File: src/rtl/uart_tx_arb.sv
// Round-robin arbiter sharing one uart transmitter between NR_REQ byte sources.
// A grant is held for a whole message: until the EOM character is sent or the lock idles out.
module uart_tx_arb #(
    parameter int                 NR_BITS      = 8,
    parameter int                 NR_REQ       = 4,
    parameter logic [NR_BITS-1:0] EOM_CHAR     = NR_BITS'(8'h0A),
    parameter int                 LOCK_TIMEOUT = 1000
) (
    input  logic                      clk,
    input  logic                      rst_n,
    input  logic [NR_REQ*NR_BITS-1:0] req_tx_d,
    input  logic [NR_REQ-1:0]         req_tx_dv,
    output logic [NR_REQ-1:0]         req_tx_dr,
    output logic [NR_REQ-1:0]         grant,
    output logic [NR_BITS-1:0]        uart_tx_d,
    output logic                      uart_tx_dv,
    input  logic                      uart_tx_dr,
    output logic                      timeout_evt
);

    localparam int IDX_W = (NR_REQ > 1) ? $clog2(NR_REQ) : 1;
    localparam int CND_W = IDX_W + 1;
    localparam int CNT_W = (LOCK_TIMEOUT > 0) ? $clog2(LOCK_TIMEOUT + 1) : 1;
    localparam bit TO_EN = (LOCK_TIMEOUT > 0);

    localparam logic [CND_W-1:0]  CAND_WRAP = CND_W'(NR_REQ);
    localparam logic [CNT_W-1:0]  CNT_LIMIT = CNT_W'(LOCK_TIMEOUT);
    localparam logic [CNT_W-1:0]  CNT_ONE   = {{(CNT_W-1){1'b0}}, 1'b1};
    localparam logic [NR_REQ-1:0] GRANT_ONE = {{(NR_REQ-1){1'b0}}, 1'b1};
    localparam logic [IDX_W-1:0]  LAST_RST  = IDX_W'(NR_REQ - 1);

    typedef enum logic {
        IDLE = 1'b0,
        LOCK = 1'b1
    } state_t;

    state_t              state_q, state_d;
    logic [NR_REQ-1:0]   grant_q, grant_d;
    logic [IDX_W-1:0]    last_q, last_d;
    logic [CNT_W-1:0]    cnt_q, cnt_d;
    logic                timeout_evt_q, timeout_evt_d;

    logic                arb_found;
    logic [IDX_W-1:0]    arb_idx;
    logic [CND_W-1:0]    cand;
    logic                xfer;
    logic                is_eom;
    logic [CNT_W-1:0]    cnt_sat;
    logic                timeout_hit;

    // Forwarding is purely combinational from the registered grant; no buffering.
    always_comb begin
        uart_tx_d  = '0;
        uart_tx_dv = 1'b0;
        req_tx_dr  = '0;
        for (int i = 0; i < NR_REQ; i++) begin
            if (grant_q[i]) begin
                uart_tx_d    = req_tx_d[i*NR_BITS +: NR_BITS];
                uart_tx_dv   = req_tx_dv[i];
                req_tx_dr[i] = uart_tx_dr;
            end
        end
    end

    assign xfer   = uart_tx_dv && uart_tx_dr;
    assign is_eom = (uart_tx_d == EOM_CHAR);

    // Scan from last+1 with wrap so the previous owner is considered last.
    always_comb begin
        arb_found = 1'b0;
        arb_idx   = last_q;
        cand      = '0;
        for (int j = 0; j < NR_REQ; j++) begin
            cand = {1'b0, last_q} + CND_W'(j + 1);
            if (cand >= CAND_WRAP) begin
                cand = cand - CAND_WRAP;
            end
            if (!arb_found && req_tx_dv[cand[IDX_W-1:0]]) begin
                arb_found = 1'b1;
                arb_idx   = cand[IDX_W-1:0];
            end
        end
    end

    assign cnt_sat     = (cnt_q == '1) ? cnt_q : (cnt_q + CNT_ONE);
    assign timeout_hit = TO_EN && (cnt_sat == CNT_LIMIT);

    always_comb begin
        state_d       = state_q;
        grant_d       = grant_q;
        last_d        = last_q;
        cnt_d         = cnt_q;
        timeout_evt_d = 1'b0;
        case (state_q)
            IDLE: begin
                cnt_d = '0;
                if (arb_found) begin
                    state_d = LOCK;
                    grant_d = GRANT_ONE << arb_idx;
                    last_d  = arb_idx;
                end
            end
            LOCK: begin
                // A transfer wins over an expiring timer on the same edge.
                if (xfer) begin
                    cnt_d = '0;
                    if (is_eom) begin
                        state_d = IDLE;
                        grant_d = '0;
                    end
                end else if (timeout_hit) begin
                    state_d       = IDLE;
                    grant_d       = '0;
                    cnt_d         = '0;
                    timeout_evt_d = 1'b1;
                end else begin
                    cnt_d = cnt_sat;
                end
            end
            default: begin
                state_d = IDLE;
                grant_d = '0;
                cnt_d   = '0;
            end
        endcase
    end

    always_ff @(posedge clk) begin
        if (!rst_n) begin
            state_q       <= IDLE;
            grant_q       <= '0;
            last_q        <= LAST_RST;
            cnt_q         <= '0;
            timeout_evt_q <= 1'b0;
        end else begin
            state_q       <= state_d;
            grant_q       <= grant_d;
            last_q        <= last_d;
            cnt_q         <= cnt_d;
            timeout_evt_q <= timeout_evt_d;
        end
    end

    assign grant       = grant_q;
    assign timeout_evt = timeout_evt_q;

endmodule

File: config.mk
export PLATFORM = sky130hd
export DESIGN_NAME = uart_tx_arb
export DESIGN_NICKNAME = d
export VERILOG_FILES = /design/src/rtl/uart_tx_arb.sv
export SDC_FILE = /design/constraint.sdc
export NUM_CORES = 1
export LEC_CHECK = 0
export CAP_MARGIN = 5
export CORE_MARGIN = 1.5
export CORE_UTILIZATION = 45
export DETAILED_ROUTE_END_ITERATION = 10
export DONT_BUFFER_PORTS = 1
export RECOVER_POWER = 50
export SYNTH_ARGS = -nofsm -noshare
export SYNTH_HDL_FRONTEND = slang
export SYNTH_SLANG_ARGS = --single-unit
File: constraint.sdc
create_clock -name clk -period 2.7 [get_ports clk]
set_input_delay 0.135 -clock clk [delete_from_list [all_inputs] [get_ports clk]]
set_output_delay 0.135 -clock clk [all_outputs]
set_load 0.005 [all_outputs]
After elaboration in Yosys (flattened, before gate mapping)
Cells that the tools add are included.
- flip-flop bits (word level): 18
- input port bits: 39
- output and inout port bits: 18
- word-level logic and storage cells: 88
- add/sub/neg operators: 9
- magnitude comparators: 8
- eq/ne operators: 6
- shift-type cells: 1
- muxes and demuxes: 47
- bitwise operators: 2
- reduce and logical (&&, ||, !) cells: 10
- operator list (operator ; number):
    two-way mux 8 bit ; 4
    two-way mux 10 bit ; 3
    two-way mux 1 bit ; 21
    == test 10 bit, second input constant ; 2
    case mux 10 bit (2 select lines) ; 1
    two-way mux 2 bit ; 8
    two-way mux 4 bit ; 4
    >= comparator 3 bit, second input constant ; 4
    less-than comparator 2 x 3 -> 1 bit, second input constant ; 4
    adder 10 x 1 -> 10 bit, second input constant ; 1
    binary-select mux 1 bit (select 2 bit) ; 4
    == test 8 x 4 -> 1 bit, second input constant ; 1
    case mux 4 bit (2 select lines) ; 1
    subtractor 2 x 1 -> 2 bit, second input constant ; 4
    adder 2 x 2 -> 3 bit, second input constant ; 2
    logical AND 1 bit ; 4
    << shifter 1 x 2 -> 4 bit, first input constant ; 1
    adder 2 x 1 -> 3 bit, second input constant ; 1
    adder 2 x 3 -> 3 bit, second input constant ; 1
    zero test 1 bit ; 3
    != test 3 x 1 -> 1 bit, second input constant ; 1
    != test 3 x 2 -> 1 bit, second input constant ; 1
    AND reduction 3 bit ; 1
    OR reduction 3 bit ; 1
    other kinds (4) ; 5

Logic depth before layout (Yosys ltp)
- depth in word-level cells: 18
- mapped depth: 9
- gate-level depth less buffers: 8

Worst setup path before layout
Ideal clock, no wire load.
- kind: reg-to-reg
- start point: reg cnt_q[0]
- end point: reg grant_q[3] (netlist: grant[3])
- library setup time: 0.122 ns
- arrival: 2.219 ns
- required time: 2.578 ns
- setup slack: 0.359 ns
- cell stages (with the launch flop): 10
- path buffers: 1
- clock period less this slack: 2.341 ns
- path through: dfxtp_1 > ha_1 > nand4_1 > or4_1 > buf_6 > nor3_4 > o2111ai_2 > o21bai_4 > nor2_2 > a311o_1
- word-level cells in the longest chain between the ends: 5
- elaborated cells between the ends (all ways): 6
- those cells by class: add/sub: 1; eq/ne: 3; mux: 1; reduce/logical: 1
- ends and longest elaborated chain (item ; RTL line ; source):
    from (decl) ; 40 ; logic [CNT_W-1:0] cnt_q, cnt_d;
    from (signal assigned) ; 139 ; cnt_q <= cnt_d;
    adder 10 x 1 -> 10 bit / == test 10 bit (equally long branches) ; 85 ; assign cnt_sat = (cnt_q == '1) ? cnt_q : (cnt_q + CNT_ONE);
    two-way mux 10 bit (*) ; 85 ;
    == test 10 bit (*) ; 86 ; assign timeout_hit = TO_EN && (cnt_sat == CNT_LIMIT);
    != test 3 x 1 -> 1 bit (no line) (*) ; -- ;
    AND reduction 3 bit (no line) (*) ; -- ;
    to (signal assigned) ; 137 ; grant_q <= grant_d;
    to (decl) ; 38 ; logic [NR_REQ-1:0] grant_q, grant_d;
Mark *: on every way between the ends. The rest lies on a longest branch, timed or not.
A chain may end at the register's enable or synchronous reset.

Final worst setup path
Ends and elaborated chain as after synthesis.

==> impl_metrics.ini <==
[run_status]
outcome = complete, no violations

[worst_setup_path]
reg2reg_slack_ps = 210
path_class = reg -> reg
crit_start = cnt_q[0]$_SDFF_PP0_
setup.worst_path.end_class = flop
required_ps = 2900
startpoint_type = flop
reg2reg_to = grant[3]$_SDFFE_PN0P_
crit_end = grant[3]$_SDFFE_PN0P_
cp.arrival_ps = 2690
ff2ff_path_depth = 8
crit_path_max_fanout = 6
r2r-start = cnt_q[0]$_SDFF_PP0_

[hold_path]
hold_class = in -> reg

[synthesis]
synth-edff-count = 0
synth_flop_cell = dfxtp_1
syn_area_um2 = 1280
synth_nets = 205
synth_cell_type_count = 47
syn_area_per_cell_um2 = 7.76
syn_inst = 165
ys_seq_elements = 18
synthArstFlopShare_pct = 0
ys_warn_count = 0
synth_seq_area_share_pct = 28.2

[clocking]
cts_tree = done
path_clk_slew_ps = 110
postCtsSetupRepairBufs = 0
clkLatencyLatePin_ps = 300
clock-root-buffer = clkbuf_4
cts_buffers = 3
cts.sinks = 18
htree_num_levels = 1
cts_buffer_depth = 2

[job]
max_cap_viol_count = 0

[timing]
fin_crit_ps = 2490
period_share_pct = 92.3
hold_violations = 0
max_freq_ghz = 0.401
slew_violations = 0
worstMarginPinSlew_ps = 610
relSlewSlack_pct = 59.2
setup_viol = 0
fin_skew_ps = 5.09
rsz0062_at_grt = false
setup_ws_ps = 208
fin_setup_tns_ps = 0

[global_route]
grt_start_max_net_pins = 12
grt-ovfl-total = 0
grt_pass1_vias = 1133
grt_util_all_layers_pct = 19.8
antenna_found_initial = 0
grt_pass1_wl_um = 5040

[power_and_ir_drop]
p_per_area_nw_per_um2 = 578
p_sw_w = 0.000303
swShare_pct = 38.6
combPwrFrac_pct = 36.5
peakVddDrop_v = 0.000341
p_seq_share_pct = 41.9
power_frac_clock_pct = 21.6
power.total_w = 0.000786
p_leak_nw = 0.448
internal_power_w = 0.000482

[floorplanning]
core_um2 = 2730
row_count = 19
die_x_um = 56.3
io-pin-count = 57
initial_core_util_pct = 46.8
die_y_um = 56.3
die_area_um2 = 3170

[final_layout]
fin_area_um2 = 1360
final_core_util_pct = 49.7
syn2layout_area_growth_pct = 6.16
antenna_cells = 0
drive_gt1_share_pct = 10.7
nets = 210

[route]
drc = 0
viasPerCell = 6.41
drt_iter0_markers = 83
drt-total-wl_um = 3160
detail-route-antenna-nets = 0
vias = 1282
drtPass1Iterations = 4
routedWlPerCell_um = 15.8

[placed_design]
placed_cell_area_um2 = 1320
routabilityCongestion = 0.863
dpl_worst_slack_ps = 243
io_buffers = 0
dp_hpwl_um = 2430
## cells in the mapped netlist (3+ instances only)
cell type | number | share of area [%]
nand3_1 | 4 | 1.6
o21ai_0 | 6 | 2.3
and2_1 | 6 | 2.9
a21oi_1 | 15 | 5.9
nor3b_1 | 5 | 2.9
a311o_1 | 3 | 2.3
clkbuf_1 | 3 | 0.88
dfxtp_1 | 18 | 28
nand4_1 | 3 | 1.5
nor2b_1 | 3 | 1.5
xor2_1 | 4 | 2.7
nor2_1 | 12 | 3.5
nor4_1 | 3 | 1.5
xnor2_1 | 3 | 2.1
o22ai_1 | 9 | 4.4
a22oi_1 | 9 | 5.3
nand2_1 | 15 | 4.4
inv_1 | 8 | 2.3
## area by class of cell
cell class | instances | area [um2]
fillers | 281 | 1380
multi-input cells | 131 | 846
clock buffers | 4 | 36.3
flip-flops and latches | 18 | 360
well taps | 31 | 38.8
repair buffers | 7 | 43.8
inverters | 9 | 33.8
## worst max-delay path, cell delays in order, from the launching register on
cell and delay, ps:
dfxtp_1 490, ha_1 290, nand4_1 160, or4_1 580, nor3_4 150, o2111ai_2 170, o21bai_4 200, nor2_2 40
a311o_1 310
## repair_timing
item                       in CTS  in global routing
hold buffers                    1                  0
hold endpoints to repair        6                  0
setup endpoints to repair       0                  0
resized for setup               0                  0
## worst min-delay path by stage
stage	end	cells after the start	start
floorplan	cnt_q[5]$_SDFF_PP0_	2	uart_tx_dr
global placement	last_q[0]$_SDFFE_PN1P_	1	rst_n
detailed placement	last_q[0]$_SDFFE_PN1P_	1	rst_n
CTS	grant[0]$_SDFFE_PN0P_	2	rst_n
global route	grant[0]$_SDFFE_PN0P_	2	rst_n
finish	grant[0]$_SDFFE_PN0P_	2	rst_n
## cells in the final DEF (no fill, tap or decap), types with 2 or more instances in the layout
cell type	Yosys	routed
a41oi_1	2	2
inv_1	8	8
and3_1	2	2
nand4_1	3	3
and2_0	0	3
o21ai_0	6	6
nor2b_1	3	3
nor3_1	2	2
nor2_1	12	12
nand2_1	15	15
nor3b_1	5	5
nor4_1	3	3
o211ai_1	2	2
clkbuf_4	0	3
o22ai_1	9	9
and2_1	6	3
xnor2_1	3	3
a31oi_1	2	2
clkbuf_1	3	3
nand3_1	4	4
buf_4	1	3
dfxtp_1	18	18
a22oi_1	9	9
a21oi_1	15	15
xor2_1	4	4
or3_1	2	2
a311o_1	3	3
## state kept, by name, summed over array words and instances (netlist names)
name and count:
last_q 2, state_q 1, cnt_q 10, grant 4, timeout_evt 1
## power by group through the flow
stage / Combinational (W) / Clock, W / Sequential, W
3_5_place_dp: 0.000291 / 0 / 0.000335
5_1_grt: 0.000321 / 0.000183 / 0.000334
2_1_floorplan: 0.000240 / 0 / 0.000324
4_1_cts: 0.000294 / 0.000174 / 0.000329
3_3_place_gp: 0.000282 / 0 / 0.000334
6_report: 0.000287 / 0.000170 / 0.000329
## cell families (layout without fill, tap and decap cells)
group                      Yosys count  after routing  synth area share, %
AOI/OAI and AO/OA                   58             58                 32.1
xor gates and xnor gates             7              7                 4.79
adders and majority gates            1              1                0.977
buffers and inverters               16             20                 5.77
DFF                                 18             18                 28.2
muxes                                1              1                0.782
and+or+nand+nor                     64             64                 27.5
## stage by stage
stage / hold WS, ps / std cells
floorplan: 354 / 165
global placement: 200 / 195
detailed placement: 203 / 195
CTS: 2.01 / 200
global route: 21.3 / 200
finish: 4.29 / 200
## per-layer routing
layer  part of all wire, %  track usage [%]
met3                   4.2             2.76
met1                    45             24.4
met4                   1.4             6.12
met5                     0                0
met2                    50             35.5
(Power assumes the default switching activity.)
